**src/rtl/serial_mmio.sv**
```systemverilog
// serial_mmio: MMIO-mapped serial peripheral with TX/RX FIFOs.
// Characters are pulse-width coded: every bit slot starts high and ends low,
// and the length of the high part carries the bit value. The receive side is
// synchronised, measures the high width and rebuilds characters MSB first.
module serial_mmio #(
    parameter int          DATA_W     = 8,
    parameter int          FIFO_DEPTH = 4,
    parameter int          BIT_PERIOD = 16,
    parameter logic [3:0]  PAGE       = 4'h1
) (
    input  logic        clk,
    input  logic        rst_n,
    input  logic [15:0] mmio_addr,
    input  logic [15:0] mmio_wdata,
    input  logic        mmio_we,
    input  logic        mmio_re,
    output logic [15:0] mmio_rdata,
    output logic        serial_tx,
    input  logic        serial_rx,
    output logic        irq
);

    localparam int AW  = $clog2(FIFO_DEPTH);
    localparam int CW  = AW + 1;
    localparam int BCW = (DATA_W > 1) ? $clog2(DATA_W) : 1;
    localparam int SCW = $clog2(BIT_PERIOD);
    localparam int HCW = $clog2(BIT_PERIOD + 1);
    localparam int LCW = $clog2(2 * BIT_PERIOD + 2);

    typedef enum logic [0:0] {
        TX_IDLE = 1'b0,
        TX_SEND = 1'b1
    } tx_state_e;

    // ------------------------------------------------------------------
    // Address decode
    // ------------------------------------------------------------------
    logic       sel_s;
    logic [3:0] off_s;
    logic       wr_s;
    logic       rd_s;
    logic       ctrl_wr_s;
    logic       unused_s;

    assign sel_s     = mmio_addr[15] & (mmio_addr[11:8] == PAGE);
    assign off_s     = mmio_addr[3:0];
    assign wr_s      = sel_s & mmio_we;
    assign rd_s      = sel_s & mmio_re;
    assign ctrl_wr_s = wr_s & (off_s == 4'd3);
    assign unused_s  = ^{mmio_addr[14:12], mmio_addr[7:4], mmio_wdata};

    // ------------------------------------------------------------------
    // Control and sticky flags
    // ------------------------------------------------------------------
    logic [3:0] ctrl_q, ctrl_d;
    logic       rx_ovf_q, rx_ovf_d;
    logic       tx_ovf_q, tx_ovf_d;
    logic       clr_sticky_s;

    // ------------------------------------------------------------------
    // TX FIFO
    // ------------------------------------------------------------------
    logic [DATA_W-1:0] tx_mem_q [FIFO_DEPTH];
    logic [AW-1:0]     tx_wr_q, tx_wr_d, tx_rd_q, tx_rd_d;
    logic [CW-1:0]     tx_cnt_q, tx_cnt_d;
    logic              tx_full_s, tx_empty_s;
    logic              tx_push_req_s, tx_push_s, tx_pop_s;
    logic [DATA_W-1:0] tx_head_s;

    assign tx_full_s     = (tx_cnt_q == CW'(FIFO_DEPTH));
    assign tx_empty_s    = (tx_cnt_q == {CW{1'b0}});
    assign tx_push_req_s = wr_s & (off_s == 4'd2);
    // A full FIFO refuses the write even if the FSM pops in the same cycle.
    assign tx_push_s     = tx_push_req_s & ~tx_full_s;
    assign tx_head_s     = tx_mem_q[tx_rd_q];
    assign tx_wr_d       = tx_push_s ? (tx_wr_q + AW'(1)) : tx_wr_q;
    assign tx_rd_d       = tx_pop_s  ? (tx_rd_q + AW'(1)) : tx_rd_q;

    // ------------------------------------------------------------------
    // RX FIFO
    // ------------------------------------------------------------------
    logic [DATA_W-1:0] rx_mem_q [FIFO_DEPTH];
    logic [AW-1:0]     rx_wr_q, rx_wr_d, rx_rd_q, rx_rd_d;
    logic [CW-1:0]     rx_cnt_q, rx_cnt_d;
    logic              rx_full_s, rx_empty_s;
    logic              rx_push_req_s, rx_push_s, rx_pop_s, rx_ovf_set_s;
    logic [DATA_W-1:0] rx_push_data_s;
    logic [DATA_W-1:0] rx_head_s;

    assign rx_full_s    = (rx_cnt_q == CW'(FIFO_DEPTH));
    assign rx_empty_s   = (rx_cnt_q == {CW{1'b0}});
    assign rx_pop_s     = rd_s & (off_s == 4'd1) & ~rx_empty_s;
    // A same-cycle pop frees the slot, so a push into a full FIFO survives.
    assign rx_push_s    = rx_push_req_s & (~rx_full_s | rx_pop_s);
    assign rx_ovf_set_s = rx_push_req_s & rx_full_s & ~rx_pop_s;
    assign rx_head_s    = rx_mem_q[rx_rd_q];
    assign rx_wr_d      = rx_push_s ? (rx_wr_q + AW'(1)) : rx_wr_q;
    assign rx_rd_d      = rx_pop_s  ? (rx_rd_q + AW'(1)) : rx_rd_q;

    // Next FIFO occupancy from push/pop pairs; counts saturate by construction.
    always_comb begin
        tx_cnt_d = tx_cnt_q;
        case ({tx_push_s, tx_pop_s})
            2'b10:   tx_cnt_d = tx_cnt_q + CW'(1);
            2'b01:   tx_cnt_d = tx_cnt_q - CW'(1);
            default: tx_cnt_d = tx_cnt_q;
        endcase
        rx_cnt_d = rx_cnt_q;
        case ({rx_push_s, rx_pop_s})
            2'b10:   rx_cnt_d = rx_cnt_q + CW'(1);
            2'b01:   rx_cnt_d = rx_cnt_q - CW'(1);
            default: rx_cnt_d = rx_cnt_q;
        endcase
    end

    // FIFO storage arrays; contents need no reset because counts gate them.
    always_ff @(posedge clk) begin
        if (tx_push_s) begin
            tx_mem_q[tx_wr_q] <= mmio_wdata[DATA_W-1:0];
        end
        if (rx_push_s) begin
            rx_mem_q[rx_wr_q] <= rx_push_data_s;
        end
    end

    // Control register and sticky overflow flags; a new overflow beats a clear.
    always_comb begin
        clr_sticky_s = ctrl_wr_s & mmio_wdata[4];
        ctrl_d       = ctrl_wr_s ? mmio_wdata[3:0] : ctrl_q;
        rx_ovf_d     = rx_ovf_set_s | (rx_ovf_q & ~clr_sticky_s);
        tx_ovf_d     = (tx_push_req_s & tx_full_s) | (tx_ovf_q & ~clr_sticky_s);
    end

    // ------------------------------------------------------------------
    // TX state machine and line encoder
    // ------------------------------------------------------------------
    tx_state_e         tx_state_q, tx_state_d;
    logic [DATA_W-1:0] tx_shift_q, tx_shift_d;
    logic [BCW-1:0]    tx_bit_q, tx_bit_d;
    logic [SCW-1:0]    tx_slot_q, tx_slot_d;
    logic              serial_tx_q, serial_tx_d;
    logic              tx_busy_s;

    assign tx_busy_s = (tx_state_q == TX_SEND);

    // TX next state: load from FIFO in IDLE, walk slots and bits in SEND.
    always_comb begin
        tx_state_d = tx_state_q;
        tx_shift_d = tx_shift_q;
        tx_bit_d   = tx_bit_q;
        tx_slot_d  = tx_slot_q;
        tx_pop_s   = 1'b0;
        case (tx_state_q)
            TX_IDLE: begin
                if (ctrl_q[0] && !tx_empty_s) begin
                    tx_pop_s   = 1'b1;
                    tx_shift_d = tx_head_s;
                    tx_bit_d   = BCW'(DATA_W - 1);
                    tx_slot_d  = {SCW{1'b0}};
                    tx_state_d = TX_SEND;
                end else begin
                    tx_state_d = TX_IDLE;
                end
            end
            TX_SEND: begin
                if (tx_slot_q == SCW'(BIT_PERIOD - 1)) begin
                    tx_slot_d = {SCW{1'b0}};
                    if (tx_bit_q == {BCW{1'b0}}) begin
                        // Chain the next character with no idle slot between.
                        if (ctrl_q[0] && !tx_empty_s) begin
                            tx_pop_s   = 1'b1;
                            tx_shift_d = tx_head_s;
                            tx_bit_d   = BCW'(DATA_W - 1);
                        end else begin
                            tx_state_d = TX_IDLE;
                        end
                    end else begin
                        tx_bit_d   = tx_bit_q - BCW'(1);
                        tx_shift_d = tx_shift_q << 1;
                    end
                end else begin
                    tx_slot_d = tx_slot_q + SCW'(1);
                end
            end
            default: begin
                tx_state_d = TX_IDLE;
            end
        endcase
    end

    // Line encoder: high quarter, data half, low quarter of every slot.
    always_comb begin
        serial_tx_d = 1'b0;
        if (tx_state_q == TX_SEND) begin
            if (tx_slot_q < SCW'(BIT_PERIOD / 4)) begin
                serial_tx_d = 1'b1;
            end else if (tx_slot_q < SCW'((3 * BIT_PERIOD) / 4)) begin
                serial_tx_d = tx_shift_q[DATA_W-1];
            end else begin
                serial_tx_d = 1'b0;
            end
        end else begin
            serial_tx_d = 1'b0;
        end
    end

    // ------------------------------------------------------------------
    // RX synchroniser, pulse measurement and character assembly
    // ------------------------------------------------------------------
    logic              rx_s1_q, rx_s2_q, rx_s3_q;
    logic [HCW-1:0]    hi_cnt_q, hi_cnt_d;
    logic [LCW-1:0]    lo_cnt_q, lo_cnt_d;
    logic              pulse_q, pulse_d;
    logic [DATA_W-1:0] rx_shift_q, rx_shift_d;
    logic [BCW-1:0]    rx_bits_q, rx_bits_d;
    logic              rise_s, fall_s, rx_bit_s, bit_valid_s, gap_s;
    logic [DATA_W-1:0] rx_bit_ext_s, rx_shift_next_s;

    assign rise_s = rx_s2_q & ~rx_s3_q;
    assign fall_s = ~rx_s2_q & rx_s3_q;

    // RX decode: classify each completed pulse and assemble characters.
    always_comb begin
        rx_bit_s        = (hi_cnt_q >= HCW'(BIT_PERIOD / 2));
        // Only pulses whose rising edge was seen while enabled, and at least
        // two cycles long, count as bits.
        bit_valid_s     = ctrl_q[1] & fall_s & pulse_q & (hi_cnt_q >= HCW'(2));
        gap_s           = (lo_cnt_q > LCW'(2 * BIT_PERIOD));
        rx_bit_ext_s    = {DATA_W{1'b0}};
        rx_bit_ext_s[0] = rx_bit_s;
        rx_shift_next_s = (rx_shift_q << 1) | rx_bit_ext_s;
        rx_push_req_s   = bit_valid_s & (rx_bits_q == BCW'(DATA_W - 1));
        rx_push_data_s  = rx_shift_next_s;

        hi_cnt_d = rx_s2_q ? ((hi_cnt_q == HCW'(BIT_PERIOD)) ? hi_cnt_q : hi_cnt_q + HCW'(1))
                           : {HCW{1'b0}};
        lo_cnt_d = rx_s2_q ? {LCW{1'b0}}
                           : (gap_s ? lo_cnt_q : lo_cnt_q + LCW'(1));

        pulse_d = pulse_q;
        if (!ctrl_q[1]) begin
            pulse_d = 1'b0;
        end else if (rise_s) begin
            pulse_d = 1'b1;
        end else if (fall_s) begin
            pulse_d = 1'b0;
        end else begin
            pulse_d = pulse_q;
        end

        rx_shift_d = rx_shift_q;
        rx_bits_d  = rx_bits_q;
        if (!ctrl_q[1]) begin
            rx_shift_d = {DATA_W{1'b0}};
            rx_bits_d  = {BCW{1'b0}};
        end else if (bit_valid_s) begin
            if (rx_push_req_s) begin
                rx_shift_d = {DATA_W{1'b0}};
                rx_bits_d  = {BCW{1'b0}};
            end else begin
                rx_shift_d = rx_shift_next_s;
                rx_bits_d  = rx_bits_q + BCW'(1);
            end
        end else if (gap_s && (rx_bits_q != {BCW{1'b0}})) begin
            // Line idle too long mid-character: drop the partial and resync.
            rx_shift_d = {DATA_W{1'b0}};
            rx_bits_d  = {BCW{1'b0}};
        end else begin
            rx_shift_d = rx_shift_q;
            rx_bits_d  = rx_bits_q;
        end
    end

    // ------------------------------------------------------------------
    // Read mux and interrupt
    // ------------------------------------------------------------------
    logic [15:0] status_s;
    logic        irq_q, irq_d;

    assign status_s = {9'b0, tx_ovf_q, tx_busy_s, rx_ovf_q, tx_empty_s,
                       tx_full_s, rx_full_s, ~rx_empty_s};
    assign irq_d    = (ctrl_q[2] & ~rx_empty_s) |
                      (ctrl_q[3] & tx_empty_s & ~tx_busy_s);

    // Combinational register read; unselected or unmapped reads return zero.
    always_comb begin
        mmio_rdata = 16'h0000;
        if (sel_s) begin
            case (off_s)
                4'd0:    mmio_rdata = status_s;
                4'd1:    mmio_rdata = rx_empty_s ? 16'h0000 : 16'(rx_head_s);
                4'd3:    mmio_rdata = {12'h000, ctrl_q};
                4'd4:    mmio_rdata = 16'(rx_cnt_q);
                4'd5:    mmio_rdata = 16'(tx_cnt_q);
                default: mmio_rdata = 16'h0000;
            endcase
        end else begin
            mmio_rdata = 16'h0000;
        end
    end

    // All state registers; reset abandons any character in flight.
    always_ff @(posedge clk or negedge rst_n) begin
        if (!rst_n) begin
            ctrl_q      <= 4'b0011;
            rx_ovf_q    <= 1'b0;
            tx_ovf_q    <= 1'b0;
            tx_wr_q     <= {AW{1'b0}};
            tx_rd_q     <= {AW{1'b0}};
            tx_cnt_q    <= {CW{1'b0}};
            rx_wr_q     <= {AW{1'b0}};
            rx_rd_q     <= {AW{1'b0}};
            rx_cnt_q    <= {CW{1'b0}};
            tx_state_q  <= TX_IDLE;
            tx_shift_q  <= {DATA_W{1'b0}};
            tx_bit_q    <= {BCW{1'b0}};
            tx_slot_q   <= {SCW{1'b0}};
            serial_tx_q <= 1'b0;
            rx_s1_q     <= 1'b0;
            rx_s2_q     <= 1'b0;
            rx_s3_q     <= 1'b0;
            hi_cnt_q    <= {HCW{1'b0}};
            lo_cnt_q    <= {LCW{1'b0}};
            pulse_q     <= 1'b0;
            rx_shift_q  <= {DATA_W{1'b0}};
            rx_bits_q   <= {BCW{1'b0}};
            irq_q       <= 1'b0;
        end else begin
            ctrl_q      <= ctrl_d;
            rx_ovf_q    <= rx_ovf_d;
            tx_ovf_q    <= tx_ovf_d;
            tx_wr_q     <= tx_wr_d;
            tx_rd_q     <= tx_rd_d;
            tx_cnt_q    <= tx_cnt_d;
            rx_wr_q     <= rx_wr_d;
            rx_rd_q     <= rx_rd_d;
            rx_cnt_q    <= rx_cnt_d;
            tx_state_q  <= tx_state_d;
            tx_shift_q  <= tx_shift_d;
            tx_bit_q    <= tx_bit_d;
            tx_slot_q   <= tx_slot_d;
            serial_tx_q <= serial_tx_d;
            rx_s1_q     <= serial_rx;
            rx_s2_q     <= rx_s1_q;
            rx_s3_q     <= rx_s2_q;
            hi_cnt_q    <= hi_cnt_d;
            lo_cnt_q    <= lo_cnt_d;
            pulse_q     <= pulse_d;
            rx_shift_q  <= rx_shift_d;
            rx_bits_q   <= rx_bits_d;
            irq_q       <= irq_d;
        end
    end

    assign serial_tx = serial_tx_q;
    assign irq       = irq_q;

endmodule

```
**config.mk**
```make
export PLATFORM = sky130hd
export DESIGN_NAME = serial_mmio
export DESIGN_NICKNAME = d
export VERILOG_FILES = /design/src/rtl/serial_mmio.sv
export SDC_FILE = /design/constraint.sdc
export NUM_CORES = 1
export LEC_CHECK = 0
export CORE_MARGIN = 2
export CORE_UTILIZATION = 55
export CTS_CLUSTER_SIZE = 10
export DETAILED_ROUTE_END_ITERATION = 8
export PLACE_DENSITY_LB_ADDON = 0.3
export SKIP_LAST_GASP = 1
export SYNTH_ARGS = -nofsm -noshare
export SYNTH_HDL_FRONTEND = slang
export SYNTH_SLANG_ARGS = --single-unit
```
**constraint.sdc**
```tcl
create_clock -name clk -period 3.4 [get_ports clk]
set_input_delay 0.85 -clock clk [delete_from_list [all_inputs] [get_ports clk]]
set_output_delay 0.85 -clock clk [all_outputs]
set_load 0.01 [all_outputs]
```
* Word level (Yosys, flattened, before mapping) *
Memory sizes are Yosys's and may differ from the RTL's.
Index checks and enable logic that the tools add are counted.
Widths: inputs -> output; s select.

word-level totals
  input bits = 37
  RAM bits = 64
  bits in registers = 63
  memories kept = 2

operators by class
  reductions and logical operators = 10
  magnitude comparators = 5
  equality and inequality tests = 21
  mux-type cells = 45
  bitwise operators = 37
  $add $sub $neg = 13

memories
  name      words  width  read ports  clocked after Yosys merged registers in  write ports  line  source
  rx_mem_q  4      8      1           0                                        1            82    logic [DATA_W-1:0] rx_mem_q [FIFO_DEPTH];
  tx_mem_q  4      8      1           0                                        1            63    logic [DATA_W-1:0] tx_mem_q [FIFO_DEPTH];

operator list
  operator             count
  $pmux 8 s5           1
  $mux 8               4
  $mux 7               4
  $and 1x1->1          24
  $mux 3               7
  $pmux 3 s2           3
  $mux 16              1
  $pmux 8 s2           1
  $mux 1               15
  $mux 6               2
  $mux 5               2
  $add 3x1->3 const B  3
  $eq 3x3->1 const B   3
  $logic_not 3->1      3
  $sub 3x1->3 const B  3
  $add 2x1->2 const B  4
  $eq 4x1->1 const B   2
  $eq 4x2->1 const B   2
  $eq 4x3->1 const B   2
  $mux 4               2
  $not 1->1            8
  $or 8x1->8           1
  $pmux 4 s2           1
  $add 6x1->6 const B  1
  21 further kinds     32

* Logic depth before layout (Yosys ltp) *
Gate-level depths: netlist (run 1).

  word-level depth = 9
  mapped depth = 12
  depth with buffers taken out = 12

* Worst setup path after synthesis (run 1) *
Ideal clock, no wire load.

  path type = input port to output port
  start = input port mmio_addr[9]
  end = output port mmio_rdata[3]
  path slack = 0.304 ns
  arrival = 2.246 ns
  data required time = 2.550 ns
  cell stages on the path = 5
  buffers on the path = 0
  cells stage by stage = nor4b_4 nand2_1 a211o_1 or4_1 a31oi_1

on the way
  longest elaborated chain between the ends = 3

RTL lines
  element          line  source
  start, declared  13    input logic [15:0] mmio_addr,
  $eq 4x1->1       45    assign sel_s = mmio_addr[15] & (mmio_addr[11:8] == PAGE);
  $and 1x1->1      45
  $mux 16          288   if (sel_s) begin
  end, declared    17    output logic [15:0] mmio_rdata,

Every way passes these cells.

* Final worst setup path (run 1) *
  start = input port mmio_addr[1]
  end = output port mmio_rdata[1]

on the way
  longest elaborated chain between the ends = 3
  elaborated cells between the ends (all ways) = 7

RTL lines
  element                             line  source
  $eq 4x3->1 (tied with other cells)  289   case (off_s)
  $pmux 8 s5 (*)                      289
  $mux 16 (*)                         288

Every way passes the cells marked *; elsewhere a longest branch is shown, timed or not.

==> metrics.yaml, run 1 <==
timing:
  period_minus_slack_ns: 3.378
  worst_pin_slew_ns: 0.9338
  max_freq_mhz: 296.1
  slew_headroom_pct: 36.94
  rsz0062_at_grt: "no"
  layout_setup_ws_ns: 0.02246
  finalCritPeriodShare_pct: 99.34
  tns_ns: 0
  hold_ws_ns: 0.2381
  setup_viol: 0
  skew_ns: 0.007625
  finalMaxSlewViolations: 0
  hold_viol: 0
yosys:
  synth_xor_area_share_pct: 2.897
  yosysSeqAreaShare_pct: 60.95
  yosys_most_used_dff: "edfxtp_1"
  synth_top_family_by_area: "simple AND/OR/NAND/NOR gates"
  ys_seq_elements: 127
  synth_mux_area_share_pct: 7.972
  synth_simple_gate_area_share_pct: 10.78
  syn_area_per_cell_sq_um: 13.21
  ys_async_sr_fraction_pct: 49.61
  synth_edf_count: 64
  synth-compound-area-share_pct: 7.885
  postSynthCellCount: 435
  ys_warn_count: 0
  yosysUniqueCellTypes: 60
  syn_area_sq_mm: 0.005744
  synth_fa_ha_area_share_pct: 5.010
layout:
  nFillCells: 720
  antenna_cells: 0
  syn2layout_area_growth_pct: 22.35
  drive_above_1_share_pct: 21.35
  design_area_sq_mm: 0.007028
  nets: 565
global_routing:
  grt_max_degree: 28
  grt_antenna_before_repair: 0
  track_usage_pct: 22.07
  grt_pass1_vias: 3796
  grt_pass1_wl_microns: 18750
  grt_overflow: 0
route:
  wirelength_microns: 11190
  vias: 3619
  post-route-drc-count: 0
  drt-met1-wl_microns: 4534
  met2_length_microns: 6048
  vias_per_cell: 5.517
  met3_length_microns: 475
  dr.pass1.iters: 4
  drt_iter0_markers: 260
  top_layer_used: "met4"
  drtAntennaViolNets: 0
  routedWlPerCell_microns: 17.06
pwr:
  p_leak_nw: 2.940
  p_sw_mw: 0.8698
  vdd_drop_max_mv: 0.3805
  power_mw: 3.700
  p_comb_share_pct: 6.3
  swShare_pct: 23.51
  intPower_mw: 2.831
  power_density_mw_per_mm2: 526.5
  seq_power_share_pct: 46.9
  clkPwrFrac_pct: 46.8
critical_path:
  crit_fanout: 7
  end_kind: "output pin"
  worstPathRequired_ns: 2.55
  rrSetupSlack_ns: 0.57
  worstSetupPathType: "in -> out"
  reg2reg_from: "tx_bit_q[0]"
  worst_setup_path_start_kind: "input pin"
  crit_arrival_ns: 2.53
  reg2regPathDepth: 12
  r2r-end: "tx_cnt_q[2]"
die:
  start_util_pct: 56.15
  die_area_sq_mm: 0.01128
  core.rowCount: 37
  die_width_microns: 106.2
  core_sq_mm: 0.01023
  ios: 55
  dieHeight_microns: 106.2
placement:
  io_buffer_count: 31
  dpl-instance-area_sq_mm: 0.006444
  routabilityCongestion: 0.9009
  hpwl_microns: 7831
  place_ws_ns: -0.6507
clocking:
  clkTransAtPathRegs_ns: 0.06
  clock_sinks: 127
  clkLatencyLatePin_ns: 0.52
  cts_max_path_buffers: 2
  cts_buffers: 17
  cts_hold_buf: 0
  cts_max_level: 4
  cts_root_buf: "clkbuf_8"
  cts_tree: "built"
run_status:
  status: "finished, final reports clean"
job:
  maxCapViolCount: 0
worst_hold_path:
  hold_path.class: "in -> async"
## power by group through the flow
stage	Sequential [mW]	Clock [mW]	Combinational (mW)
after floorplan	1.74	0	0.155
after global placement	1.76	0	0.217
after detailed placement	1.76	0	0.233
after CTS	1.73	1.76	0.233
after global routing	1.75	1.84	0.263
final	1.74	1.73	0.233
## cells in the mapped netlist, types with 3 or more instances
| cell type | instances | area [sq um] |
|---|---|---|
| mux2_1 | 5 | 56.30 |
| nor2_1 | 35 | 131.4 |
| xor2_1 | 6 | 52.55 |
| buf_2 | 3 | 15.01 |
| a21oi_1 | 9 | 45.04 |
| ha_1 | 19 | 237.7 |
| or4_1 | 4 | 30.03 |
| mux2i_1 | 3 | 30.03 |
| xnor2_1 | 13 | 113.9 |
| clkbuf_1 | 9 | 33.78 |
| o21ai_0 | 13 | 65.06 |
| o22ai_1 | 7 | 43.79 |
| edfxtp_1 | 64 | 1922 |
| nand2_1 | 29 | 108.9 |
| a31oi_1 | 4 | 25.02 |
| buf_4 | 9 | 67.56 |
| mux4_2 | 16 | 360.4 |
| a22o_1 | 10 | 87.58 |
| nor3_1 | 5 | 25.02 |
| nor2b_1 | 7 | 43.79 |
| nand3_1 | 8 | 40.04 |
| o21ai_1 | 7 | 35.03 |
| inv_1 | 34 | 127.6 |
| and2_1 | 12 | 75.07 |
| dfrtp_1 | 61 | 1526 |
## per-stage QoR
step,cells,util (%)
after CTS,656,68.56
after floorplan,442,-
after global routing,656,68.69
after global placement,622,62.98
after detailed placement,622,62.98
final,656,68.69
## cells by family (layout without fill, tap and decap cells)
kind of cell,after synthesis,after routing
compound gates,66,66
xor+xnor,19,19
fa+ha+maj,22,22
buf+inv,56,134
flops,127,127
mux,25,25
other cells,1,8
simple gates,119,119
## worst max path at each step
stage,startpoint,endpoint,slack (ns),cells after the start
floorplan,mmio_addr[9],mmio_rdata[3],0.30,5
global placement,mmio_addr[9],mmio_rdata[3],-0.60,7
detailed placement,mmio_addr[9],mmio_rdata[3],-0.65,7
CTS,mmio_addr[10],mmio_rdata[3],-0.08,7
global route,mmio_addr[10],mmio_rdata[3],0.002,7
finish,mmio_addr[1],mmio_rdata[1],0.02,8
## flip-flops by register name, summed over array words and instances (netlist names), 2 cells and up
name / cells
tx_rd_q: 2
rx_cnt_q: 3
tx_mem_q: 32
rx_wr_q: 2
lo_cnt_q: 6
hi_cnt_q: 5
tx_bit_q: 3
tx_wr_q: 2
rx_bits_q: 3
rx_mem_q: 32
rx_rd_q: 2
tx_shift_q: 8
rx_shift_q: 7
ctrl_q: 4
tx_cnt_q: 3
tx_slot_q: 4
## critical path, cell delays in order
cell and delay [ns]:
clkdlybuf4s50_1 0.53, buf_4 0.17, inv_1 0.06, nor2_1 0.15, a22o_1 0.17, a21oi_1 0.08
a21oi_1 0.22, dlygate4sd2_1 0.29
## routing by layer
metal  vias up  GRT usage (%)
li1       1699              -
met1      1824          26.84
met2        84          38.46
met3        12          5.395
met4         0          7.707
met5         -              0
## cells in the final DEF, fill, tap and decap left out, types with 4 or more instances in the layout
master and instances:
a22o_1 10, inv_6 4, clkbuf_16 16, nand2_1 28
nor3_1 5, conb_1 8, o21ai_1 5, mux2_1 5
nor2_1 35, dfrtp_1 61, o21ai_0 13, o22ai_1 7
mux4_2 16, a21oi_1 9, buf_12 5, buf_2 6
nand3_1 8, and2_1 12, a31oi_1 4, clkinv_4 4
clkdlybuf4s50_1 15, xnor2_1 13, buf_4 31, inv_1 34
ha_1 19, edfxtp_1 64, xor2_1 6, nor2b_1 7
## what timing repair did
item                                    CTS  global route
pin swaps                                 4             4
endpoints found under the setup margin    8             6
gates resized for setup                  31            13
buffers inserted                          2             0
## area by class of cell
cell class	count	area, sq um	area share [%]
clock buffer	17	414.1	5.893
clock inverter	15	160.2	2.279
inverter	34	127.6	1.816
multi-input combinational	259	2042	29.05
sequential	127	3501	49.81
tap	136	170.2	2.421
timing repair buffer	68	613.1	8.724
(Power assumes the default switching activity.)
==> inputs of run 2 (changes only) <==
--- a/config.mk
+++ b/config.mk
@@ -7,6 +7,7 @@
 export LEC_CHECK = 0
 export CORE_MARGIN = 2
 export CORE_UTILIZATION = 55
+export CTS_CLUSTER_DIAMETER = 120
 export CTS_CLUSTER_SIZE = 10
 export DETAILED_ROUTE_END_ITERATION = 8
 export PLACE_DENSITY_LB_ADDON = 0.3
==> results of run 2 <==
The final DEF is identical to that of run 1; final timing and power are the same.
